### config.mk
export PLATFORM = sky130hd
export DESIGN_NAME = irq_encoder8_3
export DESIGN_NICKNAME = d
export VERILOG_FILES = /design/src/rtl/irq_encoder8_3_pkg.sv /design/src/rtl/irq_encoder8_3_prio_enc8_3.sv /design/src/rtl/irq_encoder8_3.sv
export SDC_FILE = /design/constraint.sdc
export NUM_CORES = 1
export LEC_CHECK = 0
export CAP_MARGIN = 20
export CORE_MARGIN = 2
export CORE_UTILIZATION = 43
export CTS_CLUSTER_SIZE = 25
export DETAILED_ROUTE_END_ITERATION = 8
export GPL_TIMING_DRIVEN = 0
export PLACE_DENSITY = 0.86
export SLEW_MARGIN = 20
export SYNTH_ARGS = -nofsm -noshare
export SYNTH_HDL_FRONTEND = slang
export SYNTH_HIERARCHICAL = 1
export SYNTH_SLANG_ARGS = --single-unit
### constraint.sdc
create_clock -name clk -period 3.98 [get_ports clk]
set_input_delay 0.995 -clock clk [delete_from_list [all_inputs] [get_ports clk]]
set_output_delay 0.995 -clock clk [all_outputs]
set_load 0.005 [all_outputs]
### src/rtl/irq_encoder8_3_pkg.sv
// Shared definitions for the 8-to-3 interrupt encoder: sizes, FSM states and
// a one-hot helper used to clear the served pending bit.
package irq_encoder8_3_pkg;

  localparam int N = 8;
  localparam int W = 3;

  typedef enum logic {
    ST_IDLE    = 1'b0,
    ST_PRESENT = 1'b1
  } state_e;

  // Expand a 3-bit index to an 8-bit one-hot vector.
  function automatic logic [7:0] onehot8(input logic [2:0] sel);
    logic [7:0] vec;
    vec = 8'h00;
    vec[sel] = 1'b1;
    return vec;
  endfunction

endpackage

### src/rtl/irq_encoder8_3_prio_enc8_3.sv
// Combinational priority encoder: returns the index of the lowest set bit
// (bit 0 has highest priority) and whether any bit is set.
module prio_enc8_3 (
  input  logic [7:0] in_i,
  output logic [2:0] out_o,
  output logic       any_o
);

  // Lowest set bit wins; an all-zero input encodes to 0 with any_o low.
  always_comb begin
    out_o = 3'd0;
    any_o = |in_i;
    casez (in_i)
      8'b???????1: out_o = 3'd0;
      8'b??????10: out_o = 3'd1;
      8'b?????100: out_o = 3'd2;
      8'b????1000: out_o = 3'd3;
      8'b???10000: out_o = 3'd4;
      8'b??100000: out_o = 3'd5;
      8'b?1000000: out_o = 3'd6;
      8'b10000000: out_o = 3'd7;
      default:     out_o = 3'd0;
    endcase
  end

endmodule

### src/rtl/irq_encoder8_3.sv
// Interrupt request encoder: latches requests into a sticky pending register,
// presents the highest-priority unmasked one as a 3-bit index over a
// valid/ack handshake, and clears the served bit when the consumer acks.
module irq_encoder8_3
  import irq_encoder8_3_pkg::*;
(
  input  logic       clk,
  input  logic       rst_n,
  input  logic [7:0] req,
  input  logic [7:0] mask,
  input  logic       ack,
  output logic [2:0] idx,
  output logic       valid,
  output logic [7:0] pending,
  output logic       overflow
);

  state_e     state_q;
  logic [2:0] idx_q;
  logic       valid_q;
  logic [7:0] pending_q;
  logic [7:0] pending_d;
  logic       overflow_q;
  logic       overflow_d;
  logic [7:0] clr_s;
  logic [7:0] cand_s;
  logic [2:0] enc_s;
  logic       any_s;

  // Masked candidates are selected from the registered pending bits only.
  assign cand_s = pending_q & ~mask;

  prio_enc8_3 u_prio (
    .in_i  (cand_s),
    .out_o (enc_s),
    .any_o (any_s)
  );

  // Clear mask for the bit being served: only an ack during presentation counts.
  always_comb begin
    clr_s = 8'h00;
    if ((state_q == ST_PRESENT) && ack) begin
      clr_s = onehot8(idx_q);
    end else begin
      clr_s = 8'h00;
    end
  end

  // Next pending (set wins over clear) and sticky overflow on a re-request
  // of a bit that is still pending and not being cleared this edge.
  always_comb begin
    pending_d  = (pending_q & ~clr_s) | req;
    overflow_d = overflow_q | (|(req & pending_q & ~clr_s));
  end

  // Pending and overflow registers.
  always_ff @(posedge clk or negedge rst_n) begin
    if (!rst_n) begin
      pending_q  <= 8'h00;
      overflow_q <= 1'b0;
    end else begin
      pending_q  <= pending_d;
      overflow_q <= overflow_d;
    end
  end

  // Handshake FSM with registered idx/valid; a presented index is held
  // until acked, so later higher-priority requests never preempt it.
  always_ff @(posedge clk or negedge rst_n) begin
    if (!rst_n) begin
      state_q <= ST_IDLE;
      idx_q   <= 3'd0;
      valid_q <= 1'b0;
    end else begin
      case (state_q)
        ST_IDLE: begin
          if (any_s) begin
            idx_q   <= enc_s;
            valid_q <= 1'b1;
            state_q <= ST_PRESENT;
          end else begin
            valid_q <= 1'b0;
            state_q <= ST_IDLE;
          end
        end
        ST_PRESENT: begin
          if (ack) begin
            valid_q <= 1'b0;
            state_q <= ST_IDLE;
          end else begin
            valid_q <= 1'b1;
            state_q <= ST_PRESENT;
          end
        end
        default: begin
          valid_q <= 1'b0;
          state_q <= ST_IDLE;
        end
      endcase
    end
  end

  assign idx      = idx_q;
  assign valid    = valid_q;
  assign pending  = pending_q;
  assign overflow = overflow_q;

endmodule

==> flow_summary.yaml <==
clocking:
  clkLatencyLatePin_ns: 0.27
  root_buffer: "clkbuf_4"
  hold_buffers: 0
  cts_htree_levels: 1
  cts.repair.resized: 0
  cts_setup_buffers: 0
  clockBufferDepth: 2
  clk_pin_slew_ns: 0.08
  numCtsBuffers: 3
  cts_sinks: 13
  tritoncts: "done"
synth:
  synthAdderAreaFrac_pct: 0
  yosys_warnings: 6
  synthXorXnorAreaFrac_pct: 0
  yosysUniqueCellTypes: 27
  synthMuxAreaShare_pct: 4.73
  synth_compound_area_share_pct: 20.3
  syn_area_um2: 714
  ys_seq_area_share_pct: 45.5
  synth-seq-cells: 13
  synth-simple-area-share_pct: 26.3
  synth_top_family_by_area: "simple AND/OR/NAND/NOR gates"
  synth_nets: 93
  syn_inst: 74
  avgSynthCellArea_um2: 9.65
global_route:
  grt_pass1_vias: 691
  overflow: 0
  grt_antenna_before_repair: 0
  grt_pass1_wl_um: 2870
  grtUsageTotal_pct: 20.6
  grt_max_degree: 14
timing:
  setup_viol: 0
  tns_ns: 0
  slew_violations: 0
  hold_viol_final: 0
  min_period_ns: 2.51
  clock_skew_ns: 0.00697
  rsz0062_at_grt: "false"
  relSlewSlack_pct: 61.9
  fin_crit_sh_pct: 63.1
  finalWorstSetupSlack_ns: 1.47
  tightest_slew_ns: 0.570
  fmax_mhz: 398
status:
  status: "finished, final reports clean"
route:
  drt-total-wl_um: 1830
  drc: 0
  postRouteAntennaNets: 0
  vias: 681
  dr.first_iter.drc_count: 7
  routedWlPerCell_um: 14.7
  routed_via_density: 5.45
  dr.pass1.iters: 4
layout:
  final_common_cell: "clkdlybuf4s50_1"
  layout_common_cells: "31 x clkdlybuf4s50_1, 13 x dfrtp_1, 9 x nor2b_1"
  drive_gt1_share_pct: 8.26
  nets: 129
  antenna_cells: 0
  area_growth_pct: 49.9
setup_path:
  cp_max_fo: 5
  cp_slowest_stage_delay_ns: 0.54
  critPathKind: "primary input to flop"
  slowest_stage: "clkdlybuf4s50_1"
  crit_path_start_kind: "primary input"
  path_cells: "clkdlybuf4s50_1 -> nand2_1 -> o311ai_0 -> o2111ai_1 -> or4_1"
  crit_arrival_ns: 2.66
  required_ns: 4.13
  critPathTopFamily: "simple AND/OR/NAND/NOR gates"
  critPathBufInv: 1
  end_kind: "flop"
run:
  cap_violations: 0
floorplan:
  rows: 14
  die_x_um: 44.8
  core_mm2: 0.00152
  dieArea_mm2: 0.00200
  die_y_um: 44.8
  initial_core_util_pct: 46.9
  io_pins: 32
placement:
  place.gp.congestion: 0.800
  post-place-ws_ns: 1.17
  dp_hpwl_um: 1490
  io_buffers: 31
pwr:
  peakVddDrop_v: 0.000299
  p_leak_nw: 0.411
  power_density_mw_per_mm2: 431
worst_hold_path:
  min_path_type: "flop to flop"
==> where the power goes <==
group / switching (mW) / internal, mW
clock: 0.0421 / 0.0388
combinational: 0.0793 / 0.112
sequential: 0.0317 / 0.158
==> area by class of cell <==
cell class	count	area (um^2)
Sequential cell	13	325
Tap cell	16	20.0
Multi-Input combinational cell	55	367
Timing Repair Buffer	31	310
Fill cell	119	453
Clock buffer	4	26.3
Inverter	6	22.5
==> worst reg2reg max path, cell delays in order (launching register included) <==
cell	delay [ns]
dfrtp_1	0.40
nand2b_2	0.24
o311ai_0	0.31
o2111ai_1	0.18
or4_1	0.49
==> synth_stat cells <==
master / count / area share (%)
dfrtp_1: 13 / 46
nor2b_1: 9 / 7.9
inv_1: 6 / 3.2
nand2_1: 6 / 3.2
nand2b_1: 5 / 4.4
nor2_1: 4 / 2.1
o21ai_0: 4 / 2.8
mux2_2: 3 / 4.7
o211ai_1: 3 / 3.2
o31ai_1: 3 / 3.2
nand3_1: 2 / 1.4
a21boi_0: 1 / 1.1
a21o_1: 1 / 1.1
a21oi_1: 1 / 0.70
and2b_1: 1 / 1.1
and3b_1: 1 / 1.2
nand2b_2: 1 / 1.2
nand3b_1: 1 / 1.1
nor4_2: 1 / 1.8
o2111ai_1: 1 / 1.2
o21ai_1: 1 / 0.70
o21bai_1: 1 / 1.1
o221ai_1: 1 / 1.2
o311ai_0: 1 / 1.2
o31ai_2: 1 / 1.8
o41ai_1: 1 / 1.2
or4_1: 1 / 1.1
==> routing by layer <==
metal | global-route usage (%) | part of all wire (%) | vias up
met3 | 3.20 | 5.2 | 4
met5 | 0 | 0 | -
met1 | 23.0 | 40 | 317
met2 | 38.0 | 53 | 23
met4 | 9.09 | 1.4 | 0
li1 | - | - | 337
==> per-stage QoR <==
| step | area [um^2] | utilization, % | power, mW | instances | hold slack [ns] |
|---|---|---|---|---|---|
| after floorplan | 714 | - | 0.286 | 74 | 0.465 |
| after global placement | 1040 | 68.6 | 0.376 | 121 | 0.465 |
| after detailed placement | 1040 | 68.6 | 0.383 | 121 | 0.473 |
| after CTS | 1070 | 70.3 | 0.465 | 125 | 0.492 |
| after global routing | 1070 | 70.3 | 0.496 | 125 | 0.505 |
| final | 1070 | 70.3 | 0.462 | 125 | 0.489 |
==> flip-flops by register name, indices dropped and copies added, names as in the netlist <==
signal / count
pending: 8
idx: 3
state_q: 1
overflow: 1
==> worst paths after layout <==
check / depth (start not counted) / start / to / slack (ns)
max: 5 / ack / overflow / 1.47
max reg2reg: 4 / idx[1] / overflow / 2.24
min: 1 / overflow / overflow / 0.49
max in group asynchronous: 1 / rst_n / idx[1] / 2.52
min in group asynchronous: 1 / rst_n / pending[7] / 1.08
min reg2reg: 1 / overflow / overflow / 0.49
==> cells by family after synthesis <==
logic type | count (synthesis)
AOI/OAI and AO/OA | 20
buffers and inverters | 6
DFF | 13
muxes | 3
and+or+nand+nor | 32
Note: power is estimated with default switching activity, not from simulation.
